===== config.mk =====
export PLATFORM = sky130hd
export DESIGN_NAME = dmg_fb_scheduler_flat
export DESIGN_NICKNAME = d
export VERILOG_FILES = /design/src/rtl/dmg_fb_if.sv /design/src/rtl/dmg_fb_scheduler.sv /design/src/flat_wrapper.sv
export SDC_FILE = /design/constraint.sdc
export NUM_CORES = 1
export LEC_CHECK = 0
export CAP_MARGIN = 5
export CORE_ASPECT_RATIO = 0.9
export CORE_MARGIN = 2
export CORE_UTILIZATION = 40
export DETAILED_ROUTE_END_ITERATION = 7
export MAX_ROUTING_LAYER = met4
export PLACE_DENSITY = 0.61
export SYNTH_ARGS = -nofsm -noshare
export SYNTH_HDL_FRONTEND = slang
export SYNTH_SLANG_ARGS = --single-unit

===== constraint.sdc =====
create_clock -name clk_8m -period 3.3 [get_ports clk_8m]
set_input_delay 0.33 -clock clk_8m [delete_from_list [all_inputs] [get_ports clk_8m]]
set_output_delay 0.33 -clock clk_8m [all_outputs]
set_load 0.01 [all_outputs]

===== src/rtl/dmg_fb_if.sv =====
// dmg_fb_if: host write handshake and framebuffer RAM bus used by dmg_fb_scheduler.
//   host_valid/host_addr/host_data -> scheduler, host_ready <- scheduler
//   mem_addr/mem_we/mem_wdata      <- scheduler (registered), mem_rdata -> scheduler
// slave  : the scheduler side.
// master : the host + RAM side (testbench or SoC glue).
interface dmg_fb_if #(
    parameter int AW = 13
);
    logic          host_valid;
    logic [AW-1:0] host_addr;
    logic [7:0]    host_data;
    logic          host_ready;
    logic [AW-1:0] mem_addr;
    logic          mem_we;
    logic [7:0]    mem_wdata;
    logic [7:0]    mem_rdata;

    modport slave (
        input  host_valid, host_addr, host_data, mem_rdata,
        output host_ready, mem_addr, mem_we, mem_wdata
    );

    modport master (
        output host_valid, host_addr, host_data, mem_rdata,
        input  host_ready, mem_addr, mem_we, mem_wdata
    );
endinterface


===== src/rtl/dmg_fb_scheduler.sv =====
// dmg_fb_scheduler: arbitrates a single-port 2bpp framebuffer RAM between LCD
// scan-out prefetch (always wins) and host pixel writes (take every spare cycle).
// Prefetched bytes go through a small FIFO into a 2-bit/pixel shifter.
//
// Ports:
//   clk_8m, rst       clock, asynchronous active-high reset
//   line_start/line_y start fetching line line_y (y >= V_PIX just flushes)
//   pix_adv           consumer advanced past the current pixel
//   pix/pix_valid     current pixel (2'b11 when not valid)
//   underrun          sticky: pix_adv with no pixel; cleared by a visible line_start
//   underrun_cnt      saturating underrun counter (only with DMG_FB_STATS_EN)
//   bus               dmg_fb_if.slave: host write handshake and RAM port
//
// Optional feature macro: DMG_FB_STATS_EN
module dmg_fb_scheduler #(
    parameter int H_PIX      = 160,
    parameter int V_PIX      = 160,
    parameter int FIFO_DEPTH = 4,   // power of 2, >= 2
    parameter int AW         = 13
) (
    input  logic        clk_8m,
    input  logic        rst,
    input  logic        line_start,
    input  logic [7:0]  line_y,
    input  logic        pix_adv,
    output logic [1:0]  pix,
    output logic        pix_valid,
    output logic        underrun,
`ifdef DMG_FB_STATS_EN
    output logic [15:0] underrun_cnt,
`endif
    dmg_fb_if.slave     bus
);
    localparam int BPL    = H_PIX / 4;
    localparam int NBYTES = H_PIX * V_PIX / 4;
    localparam int RW     = $clog2(BPL + 1);
    localparam int PW     = $clog2(FIFO_DEPTH);
    localparam int CW     = $clog2(FIFO_DEPTH + 1);

    logic [AW-1:0] fetch_addr;
    logic [RW-1:0] remain;
    logic          inflight;
    logic [7:0]    fifo_mem [FIFO_DEPTH];
    logic [PW-1:0] wr_ptr, rd_ptr;
    logic [CW-1:0] fifo_count;
    logic [7:0]    shifter;
    logic [2:0]    sh_cnt;
    logic          ready_en;

    logic line_ok, fetch_need, push, pop, host_xfer, host_in_range, adv_empty;

    assign line_ok       = 32'(line_y) < 32'(V_PIX);
    // Count the byte already on its way from RAM so the FIFO never overflows.
    assign fetch_need    = (remain != '0) &&
                           (({1'b0, fifo_count} + (CW+1)'(inflight)) < (CW+1)'(FIFO_DEPTH));
    // ready_en keeps host_ready low through reset while staying a pure flop output.
    assign bus.host_ready = ready_en && !fetch_need;
    assign host_xfer     = bus.host_valid && bus.host_ready;
    assign host_in_range = 32'(bus.host_addr) < 32'(NBYTES);
    // line_start flushes: the in-flight byte is dropped and pix_adv is ignored.
    assign push          = inflight && !line_start;
    assign pop           = (sh_cnt == 3'd0) && (fifo_count != '0) && !line_start;
    assign adv_empty     = pix_adv && !line_start && (sh_cnt == 3'd0);

    assign pix_valid = (sh_cnt != 3'd0);
    assign pix       = pix_valid ? shifter[7:6] : 2'b11;

    always_ff @(posedge clk_8m or posedge rst) begin
        if (rst) ready_en <= 1'b0;
        else     ready_en <= 1'b1;
    end

    always_ff @(posedge clk_8m or posedge rst) begin
        if (rst) begin
            fetch_addr <= '0;
            remain     <= '0;
            inflight   <= 1'b0;
            wr_ptr     <= '0;
            rd_ptr     <= '0;
            fifo_count <= '0;
            shifter    <= '0;
            sh_cnt     <= 3'd0;
            underrun   <= 1'b0;
        end else if (line_start) begin
            inflight   <= 1'b0;
            wr_ptr     <= '0;
            rd_ptr     <= '0;
            fifo_count <= '0;
            shifter    <= '0;
            sh_cnt     <= 3'd0;
            if (line_ok) begin
                fetch_addr <= AW'(32'(line_y) * 32'(BPL));
                remain     <= RW'(BPL);
                underrun   <= 1'b0;
            end else begin
                remain     <= '0;
            end
        end else begin
            inflight <= fetch_need;
            if (fetch_need) begin
                fetch_addr <= fetch_addr + 1'b1;
                remain     <= remain - 1'b1;
            end
            if (push) wr_ptr <= wr_ptr + 1'b1;
            if (pop)  rd_ptr <= rd_ptr + 1'b1;
            case ({push, pop})
                2'b10:   fifo_count <= fifo_count + 1'b1;
                2'b01:   fifo_count <= fifo_count - 1'b1;
                default: ;
            endcase
            // pop needs sh_cnt==0 and shifting needs sh_cnt!=0: never both.
            if (pop) begin
                shifter <= fifo_mem[rd_ptr];
                sh_cnt  <= 3'd4;
            end else if (pix_adv && sh_cnt != 3'd0) begin
                shifter <= {shifter[5:0], 2'b00};
                sh_cnt  <= sh_cnt - 1'b1;
            end
            if (adv_empty) underrun <= 1'b1;
        end
    end

    always_ff @(posedge clk_8m) begin
        if (push) fifo_mem[wr_ptr] <= bus.mem_rdata;
    end

    // RAM port: fetch and host transfers are exclusive because host_ready = !fetch_need.
    always_ff @(posedge clk_8m or posedge rst) begin
        if (rst) begin
            bus.mem_addr  <= '0;
            bus.mem_we    <= 1'b0;
            bus.mem_wdata <= 8'h00;
        end else begin
            bus.mem_we <= 1'b0;
            if (fetch_need && !line_start) begin
                bus.mem_addr <= fetch_addr;
            end else if (host_xfer && host_in_range) begin
                bus.mem_addr  <= bus.host_addr;
                bus.mem_we    <= 1'b1;
                bus.mem_wdata <= bus.host_data;
            end
        end
    end

`ifdef DMG_FB_STATS_EN
    always_ff @(posedge clk_8m or posedge rst) begin
        if (rst)                                     underrun_cnt <= 16'h0000;
        else if (adv_empty && underrun_cnt != 16'hFFFF) underrun_cnt <= underrun_cnt + 1'b1;
    end
`endif
endmodule


===== src/flat_wrapper.sv =====
// flat-port wrapper written by rule: the top's interface ports become plain ports
module dmg_fb_scheduler_flat 
#(
    parameter int H_PIX      = 160,
    parameter int V_PIX      = 160,
    parameter int FIFO_DEPTH = 4,                      
    parameter int AW         = 13
)
  (clk_8m, rst, line_start, line_y, pix_adv, pix, pix_valid, underrun, bus_host_valid, bus_host_addr, bus_host_data, bus_mem_rdata, bus_host_ready, bus_mem_addr, bus_mem_we, bus_mem_wdata);
  dmg_fb_if #(.AW(AW)) bus_i ();
  input  logic clk_8m;
  input  logic rst;
  input  logic line_start;
  input  logic [7:0] line_y;
  input  logic pix_adv;
  output logic [1:0] pix;
  output logic pix_valid;
  output logic underrun;
  input wire logic [$bits(bus_i.host_valid)-1:0] bus_host_valid;
  input wire logic [$bits(bus_i.host_addr)-1:0] bus_host_addr;
  input wire logic [$bits(bus_i.host_data)-1:0] bus_host_data;
  input wire logic [$bits(bus_i.mem_rdata)-1:0] bus_mem_rdata;
  output wire logic [$bits(bus_i.host_ready)-1:0] bus_host_ready;
  output wire logic [$bits(bus_i.mem_addr)-1:0] bus_mem_addr;
  output wire logic [$bits(bus_i.mem_we)-1:0] bus_mem_we;
  output wire logic [$bits(bus_i.mem_wdata)-1:0] bus_mem_wdata;
  assign bus_i.host_valid = bus_host_valid;
  assign bus_i.host_addr = bus_host_addr;
  assign bus_i.host_data = bus_host_data;
  assign bus_i.mem_rdata = bus_mem_rdata;
  assign bus_host_ready = bus_i.host_ready;
  assign bus_mem_addr = bus_i.mem_addr;
  assign bus_mem_we = bus_i.mem_we;
  assign bus_mem_wdata = bus_i.mem_wdata;
  dmg_fb_scheduler #(.H_PIX(H_PIX), .V_PIX(V_PIX), .FIFO_DEPTH(FIFO_DEPTH), .AW(AW)) u_core (.clk_8m(clk_8m), .rst(rst), .line_start(line_start), .line_y(line_y), .pix_adv(pix_adv), .pix(pix), .pix_valid(pix_valid), .underrun(underrun), .bus(bus_i));
endmodule

==> insert_results.sql <==
INSERT INTO impl_metrics (metric_group, metric, value, unit) VALUES
('status', 'run_status', 'finished clean', ''),
('worst_setup_path', 'critical_path_class', 'flop to output port', ''),
('timing', 'max_slew.worst_pin.slew', '0.918', 'ns'),
('timing', 'min_period', '2.58', 'ns'),
('yosys', 'synth_edf_count', '32', ''),
('clocking', 'max-clock-path-buffers', '2', ''),
('worst_setup_path', 'critical_path_buf_inv_count', '2', ''),
('job', 'maxCapViolations', '0', ''),
('pwr', 'power_density', '811', 'nW/um^2'),
('global_route', 'vias_in_the_first_global_route', '3115', ''),
('yosys', 'synth_fp_nets', '446', ''),
('timing', 'relative_slew_slack', '38.7', '%'),
('floorplan', 'die_h', '106', 'um'),
('drt', 'drt-pass1-iter-count', '4', ''),
('pwr', 'leakage', '2.34', 'nW'),
('floorplan', 'core-area', '11300', 'um^2'),
('timing', 'setup-tns-final', '0', 'ns'),
('place', 'routabilityCongestion', '0.809', ''),
('clocking', 'post_cts_resized', '0', ''),
('timing', 'report.final.hold_viol_count', '0', ''),
('clocking', 'cts_tree', 'built', ''),
('clocking', 'worst_skew_pair.late_latency', '0.34', 'ns'),
('worst_setup_path', 'r2r-start', 'u_core.remain[2]$_DFFE_PP0P_', ''),
('timing', 'layout_setup_ws', '0.719', 'ns'),
('drt', 'num_vias', '3149', ''),
('final_layout', 'multi_input_area', '1920', 'um^2'),
('worst_setup_path', 'critPathMaxStageDelay', '0.56', 'ns'),
('global_route', 'first_pass_grt_wire_length', '15500', 'um'),
('floorplan', 'design.portCount', '69', ''),
('floorplan', 'floorplan.rows', '37', ''),
('global_route', 'grt_util_all_layers', '16.5', '%'),
('floorplan', 'initial_utilization', '40.5', '%'),
('drt', 'drtAntennaViolNets', '0', ''),
('floorplan', 'die_w', '117', 'um'),
('drt', 'wl', '9490', 'um'),
('final_layout', 'layout.area.seq', '2510', 'um^2'),
('timing', 'grt_setup_unrepaired', 'false', ''),
('worst_setup_path', 'cp_data_arrival_time', '2.25', 'ns'),
('yosys', 'postSynthAreaPerCell', '12.1', 'um^2'),
('yosys', 'synth_cell_type_count', '55', ''),
('final_layout', 'most_frequent_standard_cell_in_the_layout_excluding_fill_and_tap_cells', 'sky130_fd_sc_hd__clkdlybuf4s50_1', ''),
('global_route', 'grt_max_degree', '45', ''),
('drt', 'vias_per_cell', '5.22', ''),
('timing', 'finalClockSkew', '0.00570', 'ns'),
('yosys', 'synth_flop_cell', 'sky130_fd_sc_hd__dfrtp_1', ''),
('yosys', 'synthArstFlopShare', '66.0', '%'),
('yosys', 'synth.cell_area', '4600', 'um^2'),
('yosys', 'netlist_instances', '381', ''),
('global_route', 'globalRoute.totalOverflow', '0', ''),
('worst_setup_path', 'critical-path-slowest-cell', 'sky130_fd_sc_hd__clkdlybuf4s50_1', ''),
('worst_setup_path', 'worstPathRequired', '2.97', 'ns'),
('clocking', 'clkTransAtPathRegs', '0.07', 'ns'),
('yosys', 'synth_seq_cells', '94', ''),
('global_route', 'antenna_violations_before_repair', '0', ''),
('drt', 'routed_wire_length_per_instance', '15.7', 'um'),
('timing', 'final-setup-viol-count', '0', ''),
('pwr', 'ir_drop', '0.345', 'mV'),
('drt', 'drc_errors', '0', ''),
('final_layout', 'syn_to_final_growth', '23.9', '%'),
('worst_setup_path', 'cpLargestDelayFamily', 'buffers and inverters', ''),
('place', 'place.port_buffers', '68', ''),
('worst_setup_path', 'end_kind', 'output port', ''),
('clocking', 'clock_tree.root_cell', 'sky130_fd_sc_hd__clkbuf_16', ''),
('place', 'dp_hpwl', '6590', 'um'),
('final_layout', 'fin_util', '50.2', '%'),
('final_layout', 'drive_above_1_share', '11.2', '%'),
('final_layout', 'diodes', '0', ''),
('final_layout', 'layout.cells.most_common_list', '68 x sky130_fd_sc_hd__clkdlybuf4s50_1, 62 x sky130_fd_sc_hd__dfrtp_1, 32 x sky130_fd_sc_hd__edfxtp_1, 30 x sky130_fd_sc_hd__nor2_1, 21 x sky130_fd_sc_hd__ha_1', ''),
('timing', 'min_period_over_period', '78.2', '%'),
('worst_setup_path', 'startpoint', 'u_core.remain[2]$_DFFE_PP0P_', ''),
('final_layout', 'final_nets', '507', '');
cell type report:
type	instances	share of cell area, %
repair buffers	76	13.0
multi-input cells	251	33.7
inverters	10	0.659
well taps	156	3.43
clock inverters	7	1.10
clock buffers	9	3.95
flip-flops and latches	94	44.1
worst paths after layout:
check                      slack [ns]  depth (start not counted)                                  end
max                              0.72                          5                       bus_host_ready
min                              0.48                          1  u_core.bus.mem_addr[10]$_DFFE_PP0P_
max reg2reg                      1.00                          5  u_core.bus.mem_addr[11]$_DFFE_PP0P_
min reg2reg                      0.48                          1  u_core.bus.mem_addr[10]$_DFFE_PP0P_
max in group asynchronous        2.04                          3  u_core.bus.mem_addr[12]$_DFFE_PP0P_
min in group asynchronous        0.52                          2  u_core.bus.mem_wdata[5]$_DFFE_PP0P_
through the flow:
stage	std cells	area, um^2	hold slack, ns
2_1_floorplan	381	4600	0.429
3_3_place_gp	587	5410	0.459
3_5_place_dp	587	5410	0.466
4_1_cts	603	5700	0.481
5_1_grt	603	5700	0.498
6_report	603	5700	0.477
cell families (layout without fill, tap and decap cells):
group,after synthesis,after routing,synth area share [%]
compound gates,95,95,15.1
xor+xnor,14,14,2.67
fa+ha+maj,23,23,6.59
buf+inv,36,102,3.54
flops,94,94,54.7
mux,18,18,6.34
other cells,1,1,0.0816
simple gates,100,100,11.1
routing by layer:
layer / share of wire, % / track usage, % / up-vias / routed length [um]
met5: 0 / - / - / 0
met4: 1.1 / 4.54 / 0 / 100
met3: 5.9 / 4.31 / 4 / 559
met2: 44 / 23.8 / 77 / 4210
met1: 49 / 23.3 / 1531 / 4630
li1: - / - / 1537 / -
power by group:
part | total (W) | internal (W) | switching, W
Sequential | 0.00183 | 0.00155 | 0.000282
Clock | 0.00100 | 0.000529 | 0.000475
Combinational | 0.00178 | 0.000921 | 0.000863
Total | 0.00462 | 0.00300 | 0.00162
registers in the layout, summed over array words and instances, names as in the netlist, 3 cells and up:
register              cells
u_core.fetch_addr        13
u_core.shifter            8
u_core.bus.mem_wdata      8
u_core.fifo_mem          32
u_core.bus.mem_addr      13
u_core.remain             6
u_core.fifo_count         3
u_core.sh_cnt             3
synth_stat cells, types with 6 or more instances:
cell type	count	area [um^2]
sky130_fd_sc_hd__edfxtp_1	32	961
sky130_fd_sc_hd__clkbuf_1	17	63.8
sky130_fd_sc_hd__mux2_2	9	101
sky130_fd_sc_hd__a311oi_1	9	78.8
sky130_fd_sc_hd__xor2_1	6	52.6
sky130_fd_sc_hd__a21o_1	16	120
sky130_fd_sc_hd__nor2_1	30	113
sky130_fd_sc_hd__dfrtp_1	62	1550
sky130_fd_sc_hd__nand3_1	15	75.1
sky130_fd_sc_hd__inv_1	10	37.5
sky130_fd_sc_hd__a21oi_1	17	85.1
sky130_fd_sc_hd__ha_1	21	263
sky130_fd_sc_hd__xnor2_1	8	70.1
sky130_fd_sc_hd__and2_1	6	37.5
sky130_fd_sc_hd__o21ai_0	12	60.1
sky130_fd_sc_hd__nand2_1	16	60.1
sky130_fd_sc_hd__nor3_1	7	35.0
sky130_fd_sc_hd__a22o_1	13	114
sky130_fd_sc_hd__mux4_2	8	180
worst register-to-register path, cell delays in order, from the launching register on:
cell                      delay, ns
sky130_fd_sc_hd__dfrtp_1       0.46
sky130_fd_sc_hd__nor4_4        0.38
sky130_fd_sc_hd__a21oi_1       0.17
sky130_fd_sc_hd__and4b_1       0.59
sky130_fd_sc_hd__nor2_2        0.23
sky130_fd_sc_hd__a221o_1       0.35
Power figures use the tool's default switching activity.
==> RTL edit (config.mk and constraints unchanged) <==
`FIFO_DEPTH` is set to 4 in 2 places; all go to 8.
--- a/src/rtl/dmg_fb_scheduler.sv
+++ b/src/rtl/dmg_fb_scheduler.sv
@@ -17,3 +17,3 @@
     parameter int V_PIX      = 160,
-    parameter int FIFO_DEPTH = 4,   // power of 2, >= 2
+    parameter int FIFO_DEPTH = 8,   // power of 2, >= 2
     parameter int AW         = 13
--- a/src/flat_wrapper.sv
+++ b/src/flat_wrapper.sv
@@ -5,3 +5,3 @@
     parameter int V_PIX      = 160,
-    parameter int FIFO_DEPTH = 4,                      
+    parameter int FIFO_DEPTH = 8,                      
     parameter int AW         = 13
Check against the original RTL: not equivalent (a bounded check fails within 10 cycles, from zero or initial values and one cycle with rst high).
==> RTL edit against the unedited design <==
  * Sequential cell count is 35 higher
  * Synthesized area is 31% higher
  * Final cell count is 26% higher
  * Highest routed layer unchanged
  * Final area is 32% higher
  * Synthesized cell count is 24% higher
  * Critical endpoint unchanged
  * Register-to-register slack worse by 260 ps
  * Die area is 30% higher
  * Total power is 35% higher
  * Sequential power is 30% higher
  * Worst setup slack better by 13 ps
  * Routed wire length is 39% higher
  * Critical path depth stayed put
==> RTL edit: results (changes against the unedited design) <==
[min_path]
hold_path_class=in -> async

[worst_setup_path]
cp.arrival_ps=2240
cp_max_fo=11  ; +1

[cells_and_area]
nets=613  ; +21%
drive_gt1_share_pct=14.8  ; +3.6 points
n_fill_cell=1245  ; +19%
top_regs=u_core.fifo_mem (64), u_core.bus.mem_addr (13), u_core.fetch_addr (13)

[synth]
postSynth.asyncResetShare_pct=50.4  ; -16 points
synth_nets=537  ; +20%
synth.area.top_cells=edfxtp_1 32%, dfrtp_1 27%, mux4_2 6.0%, ha_1 4.4%, nand2_1 3.1%
synth_edf_count=64  ; +100%
netlist_top_cells_count=65 x dfrtp_1, 64 x edfxtp_1, 50 x nand2_1
synth.yosys.seq_area_share_pct=58.9  ; +4.2 points
yosysUniqueCellTypes=61  ; +11%

[global_routing]
grt_max_degree=42  ; -6.7%
grt_pass1_vias=4187  ; +34%
grt_usage_pct=18.1  ; +1.6 points
grt_pass1_wl_um=21900  ; +41%

[placement]
hpwl_um=9130  ; +39%
port_buffers=68  ; unchanged
place_congestion=0.817  ; +0.99%

[status]
status=complete, no violations

[clocking]
cts-root-buf=clkbuf_16
cts_made_buffers=17  ; +8
h-tree-depth=4  ; +1
cts.sinks=129  ; +37%
path_clk_slew_ps=60
clk_latency_ps=410  ; +70 ps

[timing]
clock_skew_ps=9.27  ; +3.57 ps
slew_headroom_pct=37.5  ; -1.2 points

[power_and_ir_drop]
ir_drop_mv=0.467  ; +36%
p_leak_nw=2.86  ; +22%

[detailed_routing]
viasPerCell=5.44  ; +4.1%
drt-initial-drc-count=240  ; +39%
wl_per_cell_um=17.4  ; +10%

[RTL edit: cell types whose count changed in the layout (fill, tap and decap cells not counted), sizes merged, moves of 10 or more]
cell / delta
a21o: -15
a22o: -12
a22oi: +13
buf: +10
edfxtp: +32
nand2: +34
o21ai: +10
[RTL edit: power by group]
part	total, mW	switching [mW]	internal, mW
combinational	2.06	1.04	1.02
sequential	2.37	0.327	2.04
clock	1.80	0.745	1.06
[RTL edit: per-layer routing]
| metal | vias up | track usage (%) | part of all wire, % |
|---|---|---|---|
| met2 | 128 | 27.1 | 47 |
| met5 | - | - | 0 |
| met1 | 2058 | 24.2 | 47 |
| met3 | 13 | 4.36 | 5.0 |
| li1 | 1934 | - | - |
| met4 | 0 | 6.91 | 1.4 |
[RTL edit: worst paths after layout]
check                            startpoint                       to  slack (ps)  depth (start not counted)
max                        u_core.remain[2]           bus_host_ready         730                          5
max in group asynchronous               rst     u_core.fifo_count[2]        2110                          3
max reg2reg                u_core.sh_cnt[0]     u_core.fifo_count[3]         740                          9
min in group clk_8m         u_core.underrun          u_core.underrun         510                          2
min reg2reg                 u_core.underrun          u_core.underrun         510                          2
min                                     rst  u_core.bus.mem_wdata[6]         430                          2
[RTL edit: stage by stage]
step	instance area (um^2)	worst slack, ps	cells
final	7510	732	760
after global routing	7510	532	760
after CTS	7510	670	760
after floorplan	6030	1000	473
after global placement	6940	498	728
after detailed placement	6940	511	728
[RTL edit: logic make-up (layout without fill, tap and decap cells)]
kind of cell | count (synthesis) | after routing | synth area share, %
AO/OA/AOI/OAI | 97 | 97 | 11.0
XOR/XNOR | 20 | 20 | 2.91
adder cells (fa/ha/maj) | 22 | 22 | 4.69
buffers and inverters | 37 | 126 | 3.03
flip-flops | 129 | 129 | 58.9
multiplexers | 29 | 29 | 8.49
other | 1 | 1 | 0.0622
AND/OR/NAND/NOR | 138 | 138 | 10.9
[RTL edit: cell type report]
type / instances / area (um^2) / area share [%]
inverter: 8 / 30.0 / 0.400
tap: 198 / 248 / 3.30
sequential: 129 / 3550 / 47.3
clock buffer: 17 / 425 / 5.66
timing repair buffer: 86 / 816 / 10.9
multi-input combinational: 307 / 2290 / 30.6
clock inverter: 15 / 148 / 1.97
[RTL edit: worst max-delay path, stage by stage, from the launching register on]
cell and delay (ps):
dfrtp_1 420, nor4_2 380, a211oi_2 130, buf_4 190, nor2b_1 150, clkdlybuf4s50_1 550
